===== src/rtl/mem_ctrl_pkg.sv =====
// Shared definitions for the byte-serial memory controller.
// Latency: n/a (types, constants and a helper function only).
// Backpressure: n/a.
package mem_ctrl_pkg;

    // Access width codes carried on mem_width_in (3 behaves as a word).
    localparam logic [1:0] MemByte = 2'd0;
    localparam logic [1:0] MemHalf = 2'd1;
    localparam logic [1:0] MemWord = 2'd2;

    // Level driven on ram_wr_out.
    localparam logic ReadEnable  = 1'b0;
    localparam logic WriteEnable = 1'b1;

    typedef enum logic [2:0] {
        IDLE,
        IF_RD,
        LD_RD,
        ST_WR,
        DONE
    } state_e;

    // Index of the last byte of an access: number of bytes minus one.
    function automatic logic [2:0] last_byte_idx(input logic [1:0] width);
        case (width)
            MemByte: return 3'd0;
            MemHalf: return 3'd1;
            default: return 3'd3;
        endcase
    endfunction

endpackage


===== src/rtl/mem_ctrl_ext.sv =====
// Zero/sign extension of an assembled load word according to access width.
// Latency: combinational.
// Backpressure: none.
module mem_ctrl_ext
    import mem_ctrl_pkg::*;
(
    input  logic [1:0]  width_i,
    input  logic        signed_i,
    input  logic [31:0] raw_i,
    output logic [31:0] res_o
);

    // Replicate the top bit of the valid bytes when signed, zeros otherwise.
    always_comb begin
        res_o = raw_i;
        case (width_i)
            MemByte: res_o = {{24{signed_i & raw_i[7]}}, raw_i[7:0]};
            MemHalf: res_o = {{16{signed_i & raw_i[15]}}, raw_i[15:0]};
            MemWord: res_o = raw_i;
            default: res_o = raw_i;
        endcase
    end

endmodule


===== src/rtl/mem_ctrl.sv =====
// Shares one 8-bit RAM port between instruction fetch and load/store, one byte per cycle.
// Latency: read of N bytes done in cycle N+2 after grant sample, write done in cycle N+1.
// Backpressure: requests are held level until done; stallreq_out holds the pipeline meanwhile.
module mem_ctrl
    import mem_ctrl_pkg::*;
#(
    parameter int ADDR_W = 32
) (
    input  logic              clk_in,
    input  logic              rst_in,
    input  logic              if_req_in,
    input  logic [ADDR_W-1:0] if_addr_in,
    input  logic              if_cancel_in,
    output logic [31:0]       if_data_out,
    output logic              if_done_out,
    input  logic              mem_load_in,
    input  logic              mem_store_in,
    input  logic [ADDR_W-1:0] mem_addr_in,
    input  logic [31:0]       mem_wdata_in,
    input  logic [1:0]        mem_width_in,
    input  logic              mem_signed_in,
    output logic [31:0]       mem_rdata_out,
    output logic              mem_done_out,
    input  logic [7:0]        ram_din_in,
    output logic [7:0]        ram_dout_out,
    output logic [ADDR_W-1:0] ram_a_out,
    output logic              ram_wr_out,
    output logic              stallreq_out
);

    state_e            state_q, state_d;
    logic [2:0]        k_q, k_d;          // cycles spent in the current transfer state
    logic [2:0]        last_q, last_d;    // index of the final byte
    logic [ADDR_W-1:0] base_q, base_d;
    logic [31:0]       wdat_q, wdat_d;
    logic [1:0]        width_q, width_d;
    logic              sgn_q, sgn_d;
    logic              fetch_q, fetch_d;  // current/last grant belongs to fetch
    logic [31:0]       data_q, data_d;    // assembled read bytes
    logic [ADDR_W-1:0] ram_a_q, ram_a_d;
    logic [7:0]        ram_dout_q, ram_dout_d;
    logic              ram_wr_q, ram_wr_d;

    logic [2:0]        nxt_k;
    logic [1:0]        cap_idx;

    // State and RAM-facing registers; async reset leaves the port idle and quiet.
    always_ff @(posedge clk_in or negedge rst_in) begin
        if (!rst_in) begin
            state_q    <= IDLE;
            k_q        <= '0;
            last_q     <= '0;
            base_q     <= '0;
            wdat_q     <= '0;
            width_q    <= MemByte;
            sgn_q      <= 1'b0;
            fetch_q    <= 1'b0;
            data_q     <= '0;
            ram_a_q    <= '0;
            ram_dout_q <= '0;
            ram_wr_q   <= ReadEnable;
        end else begin
            state_q    <= state_d;
            k_q        <= k_d;
            last_q     <= last_d;
            base_q     <= base_d;
            wdat_q     <= wdat_d;
            width_q    <= width_d;
            sgn_q      <= sgn_d;
            fetch_q    <= fetch_d;
            data_q     <= data_d;
            ram_a_q    <= ram_a_d;
            ram_dout_q <= ram_dout_d;
            ram_wr_q   <= ram_wr_d;
        end
    end

    // Arbitration, byte sequencing and read-data assembly.
    always_comb begin
        state_d    = state_q;
        k_d        = k_q;
        last_d     = last_q;
        base_d     = base_q;
        wdat_d     = wdat_q;
        width_d    = width_q;
        sgn_d      = sgn_q;
        fetch_d    = fetch_q;
        data_d     = data_q;
        ram_a_d    = ram_a_q;
        ram_dout_d = ram_dout_q;
        ram_wr_d   = ram_wr_q;
        nxt_k      = k_q + 3'd1;
        // RAM data lags the address by one cycle, so the byte arriving now is k-1.
        cap_idx    = k_q[1:0] - 2'd1;

        case (state_q)
            IDLE: begin
                if (mem_load_in || mem_store_in) begin
                    base_d  = mem_addr_in;
                    wdat_d  = mem_wdata_in;
                    width_d = mem_width_in;
                    sgn_d   = mem_signed_in;
                    fetch_d = 1'b0;
                    last_d  = last_byte_idx(mem_width_in);
                    k_d     = '0;
                    data_d  = '0;
                    ram_a_d = mem_addr_in;
                    if (mem_load_in) begin
                        state_d  = LD_RD;
                        ram_wr_d = ReadEnable;
                    end else begin
                        state_d    = ST_WR;
                        ram_wr_d   = WriteEnable;
                        ram_dout_d = mem_wdata_in[7:0];
                    end
                end else if (if_req_in && !if_cancel_in) begin
                    base_d   = if_addr_in;
                    fetch_d  = 1'b1;
                    last_d   = 3'd3;
                    k_d      = '0;
                    data_d   = '0;
                    ram_a_d  = if_addr_in;
                    ram_wr_d = ReadEnable;
                    state_d  = IF_RD;
                end
            end
            IF_RD, LD_RD: begin
                if (state_q == IF_RD && if_cancel_in) begin
                    state_d = IDLE;
                    k_d     = '0;
                    data_d  = '0;
                end else begin
                    if (k_q != 3'd0) begin
                        data_d[{cap_idx, 3'b000} +: 8] = ram_din_in;
                    end
                    if (k_q == last_q + 3'd1) begin
                        state_d = DONE;
                        k_d     = '0;
                    end else begin
                        k_d = nxt_k;
                        if (k_q < last_q) begin
                            ram_a_d = base_q + ADDR_W'(nxt_k);
                        end
                    end
                end
            end
            ST_WR: begin
                if (k_q == last_q) begin
                    state_d  = DONE;
                    ram_wr_d = ReadEnable;
                    k_d      = '0;
                end else begin
                    k_d        = nxt_k;
                    ram_a_d    = base_q + ADDR_W'(nxt_k);
                    ram_dout_d = wdat_q[{nxt_k[1:0], 3'b000} +: 8];
                end
            end
            DONE: begin
                state_d = IDLE;
            end
            default: begin
                state_d = IDLE;
            end
        endcase
    end

    mem_ctrl_ext u_ext (
        .width_i  (width_q),
        .signed_i (sgn_q),
        .raw_i    (data_q),
        .res_o    (mem_rdata_out)
    );

    assign if_data_out  = data_q;
    assign if_done_out  = (state_q == DONE) &&  fetch_q;
    assign mem_done_out = (state_q == DONE) && !fetch_q;
    assign ram_a_out    = ram_a_q;
    assign ram_dout_out = ram_dout_q;
    assign ram_wr_out   = ram_wr_q;
    assign stallreq_out = (mem_load_in | mem_store_in) & ~mem_done_out;

endmodule


===== config.mk =====
export PLATFORM = sky130hd
export DESIGN_NAME = mem_ctrl
export DESIGN_NICKNAME = d
export VERILOG_FILES = /design/src/rtl/mem_ctrl_pkg.sv /design/src/rtl/mem_ctrl_ext.sv /design/src/rtl/mem_ctrl.sv
export SDC_FILE = /design/constraint.sdc
export NUM_CORES = 1
export LEC_CHECK = 0
export BUFFER_PORTS_ARGS = -buffer_cell sky130_fd_sc_hd__buf_2
export CAP_MARGIN = 15
export CORE_AREA = 2 2 161 163
export DETAILED_ROUTE_END_ITERATION = 10
export DIE_AREA = 0 0 163 165
export PLACE_DENSITY = 0.58
export SYNTH_ARGS = -nofsm -noshare
export SYNTH_HDL_FRONTEND = slang
export SYNTH_HIERARCHICAL = 1
export SYNTH_SLANG_ARGS = --single-unit

===== constraint.sdc =====
create_clock -name clk_in -period 4.1 [get_ports clk_in]
set_input_delay 0.41 -clock clk_in [delete_from_list [all_inputs] [get_ports clk_in]]
set_output_delay 0.41 -clock clk_in [all_outputs]
set_load 0.005 [all_outputs]

==> flow_metrics.tcl <==
set metrics [dict create \
    postCtsSetupBuffers 0 \
    power.total_mw 7.92 \
    cp.required_ns 4.39 \
    yosysSeqAreaShare_pct 46.8 \
    synth-simple-area-share_pct 12.9 \
    switching_share_pct 39.5 \
    worst_pin_slew_ns 1.08 \
    cts_resized 0 \
    p_clk_share_pct 22.0 \
    synth_xor_xnor_area_share_pct 2.75 \
    synth-compound-area-share_pct 13.8 \
    clk_transition_reported_paths_ns 0.06 \
    ant_nets 0 \
    dpl.hpwl_um 15700 \
    critPathLaunchType "flop" \
    die-width_um 163 \
    worstPathMaxFanout 13 \
    fmax_mhz 293 \
    syn-cell-area_um2 7970 \
    powerDensity_nw_per_um2 798 \
    ioPinCount 221 \
    vias_per_cell 4.93 \
    start_util_pct 31.8 \
    n_antenna_cell 0 \
    clockBufferDepth 2 \
    via_count 6340 \
    grt_pass1_wl_um 34700 \
    synth_ff_type "dfrtp_1" \
    setup_viol 0 \
    area_growth_pct 24.6 \
    synth.distinct_cells 59 \
    synth_cells 749 \
    port_buffers 220 \
    synth_edf_count 0 \
    syn_nets 875 \
    slew_violations 0 \
    rows 58 \
    drc 0 \
    cts_hold_buffers 0 \
    grt_overflow 0 \
    num-nets-final 1070 \
    synthMuxAreaShare_pct 17.1 \
    cts_tree "yes" \
    core-area_um2 25000 \
    r2r_cells 9 \
    drive_above_1_share_pct 36.3 \
    max-vdd-ir-drop_uv 369 \
    internal_power_mw 4.79 \
    min_period_over_period_pct 83.1 \
    grt_use_total_pct 16.7 \
    worstSetupPathType "reg -> reg" \
    cts_root_buffer "clkbuf_16" \
    min_period_ns 3.41 \
    async_flop_share_pct 100 \
    synthAdderAreaFrac_pct 2.14 \
    rsz0062_at_grt "false" \
    final.setup.tns_ns 0 \
    dieArea_um2 26900 \
    place.gp.congestion 0.786 \
    cts_sinks 149 \
    die_y_um 165 \
    endpoint_kind "flop" \
    drt_iter0_drc 273 \
    maxCapViolCount 0 \
    total_leakage_power_nw 4.69 \
    drt_pass1_iterations 4 \
    wirelength_um 22000 \
    syn_avg_cell_area_um2 10.6 \
    clock_skew_ns 0.0110 \
    antenna_found_initial 0 \
    clk_latency_ns 0.43 \
    pwr-share-seq_pct 33.1 \
    hold_viol 0 \
    grt_max_degree 100 \
    p_switching_mw 3.13 \
    post-route-util_pct 39.6 \
    cp.arrival_ns 3.70 \
    combPwrFrac_pct 44.9 \
    synth-seq-cells 149 \
    cts_inserted_buffers 17 \
    hp-class "in -> async" \
    synth-warning-count 6 \
    slew-limit-headroom_pct 27.6 \
    outcome "finished clean" \
    wl_per_cell_um 17.1 \
    htreeDepth 4 \
    grt_pass1_vias 6260 \
    synth_top_family_by_area "multiplexers" \
]
==> registers in the layout, summed over array words and instances (netlist names) <==
name          count
base_q           32
if_data_out      32
ram_a_out        32
wdat_q           32
ram_dout_out      8
k_q               3
state_q           3
last_q            2
width_q           2
fetch_q           1
ram_wr_out        1
sgn_q             1
==> power groups by stage <==
stage | sequential [mW] | combinational, mW | clock, mW
after floorplan | 2.47 | 2.75 | 0
after global placement | 2.65 | 3.55 | 0
after detailed placement | 2.65 | 3.61 | 0
after CTS | 2.63 | 3.62 | 1.78
after global routing | 2.72 | 3.98 | 1.86
final | 2.62 | 3.56 | 1.74
==> Yosys cell counts (4+ instances only) <==
library cell	instances	area (µm²)
a31oi_1	6	37.5
mux2_2	61	687
nand2b_1	12	75.1
ha_1	12	150
xnor2_1	6	52.6
a21oi_1	44	220
nor3_1	9	45.0
o31a_1	5	43.8
nand4_1	6	37.5
nor2_1	44	165
and3_1	4	25.0
mux4_2	8	180
buf_2	15	75.1
o21ai_1	9	45.0
buf_4	9	67.6
xor2_1	19	166
mux2i_1	47	470
and2_1	7	43.8
inv_1	16	60.1
o2bb2ai_1	16	140
nor2b_1	4	25.0
o21ai_0	43	215
o21ai_2	4	35.0
nand2_1	73	274
nor4_1	4	25.0
dfrtp_1	149	3730
a221o_1	12	120
clkbuf_1	23	86.3
or3_1	4	25.0
nand3b_1	4	30.0
buf_6	6	67.6
a21o_1	12	90.1
nand3_1	11	55.1
nor3b_1	4	30.0
==> cell type report <==
type                    instances  area [µm²]
clock buffers                  17         425
clock inverters                15         216
fillers                      2509       15100
inverters                      16        60.1
multi-input cells             530        3900
flip-flops and latches        149        3730
well taps                     330         413
repair buffers                230        1180
==> metal layers <==
layer  vias to the layer above  part of all wire, %  global-route usage (%)
met4                         0                  1.2                    4.79
li1                       3068                    -                       -
met2                       177                   48                    27.0
met5                         -                    0                       0
met3                        17                  5.4                    3.94
met1                      3078                   46                    22.4
==> path summary, 6_finish.rpt <==
path	from	to	slack, ns
hold reg to reg	ram_a_out[11]$_DFFE_PN0P_	ram_a_out[11]$_DFFE_PN0P_	0.50
hold / removal	rst_in	ram_a_out[9]$_DFFE_PN0P_	0.05
max in group asynchronous	rst_in	if_data_out[9]$_DFFE_PN0P_	3.08
setup reg to reg	k_q[1]$_DFFE_PN0P_	ram_a_out[24]$_DFFE_PN0P_	0.69
setup / recovery	k_q[1]$_DFFE_PN0P_	ram_a_out[24]$_DFFE_PN0P_	0.69
min in group clk_in	mem_wdata_in[22]	wdat_q[22]$_DFFE_PN0P_	0.20
==> kinds of logic (layout without fill, tap and decap cells) <==
family                   count (synthesis)  count (layout)
AO/OA/AOI/OAI                          170             170
XOR/XNOR                                25              25
adder cells (fa/ha/maj)                 13              13
buffers and inverters                   70             278
flip-flops                             149             149
multiplexers                           117             117
AND/OR/NAND/NOR                        205             205
==> cell usage in the layout (no fill, tap or decap), types with 4 or more instances in the layout <==
| cell type | count |
|---|---|
| buf_2 | 219 |
| dfrtp_1 | 149 |
| nand2_1 | 73 |
| mux2_2 | 61 |
| mux2i_1 | 47 |
| nor2_1 | 44 |
| a21oi_1 | 43 |
| o21ai_0 | 42 |
| xor2_1 | 19 |
| clkbuf_16 | 17 |
| inv_1 | 16 |
| o2bb2ai_1 | 16 |
| nand2b_1 | 12 |
| a21o_1 | 12 |
| a221o_1 | 12 |
| ha_1 | 12 |
| nand3_1 | 11 |
| buf_4 | 10 |
| nor3_1 | 9 |
| o21ai_1 | 9 |
| mux4_2 | 8 |
| and2_1 | 7 |
| a31oi_1 | 6 |
| xnor2_1 | 6 |
| nand4_1 | 6 |
| inv_6 | 6 |
| o31a_1 | 5 |
| and3_1 | 4 |
| nand3b_1 | 4 |
| nor2b_1 | 4 |
| nor3b_1 | 4 |
| or3_1 | 4 |
| nor4_1 | 4 |
| bufinv_16 | 4 |
| o21ai_2 | 4 |
==> worst max-delay path, cell delays in order, from the launching register on <==
cell      delay (ns)
dfrtp_1         0.46
inv_1           0.12
ha_1            0.67
inv_1           0.20
fa_1            0.46
nor2b_1         0.36
nor2_1          0.27
or4_1           0.54
o211ai_1        0.10
o21ai_0         0.09
==> per-stage QoR <==
step | worst slack [ns] | hold slack (ns) | instances | area (µm²)
after CTS | 0.617 | 0.131 | 1287 | 9920
after global routing | 0.367 | 0.175 | 1287 | 9920
final | 0.692 | 0.0544 | 1287 | 9920
after global placement | 0.696 | 0.483 | 1255 | 9280
after detailed placement | 0.628 | 0.492 | 1255 | 9280
after floorplan | 1.16 | 0.114 | 749 | 7970
Power figures use the tool's default switching activity.
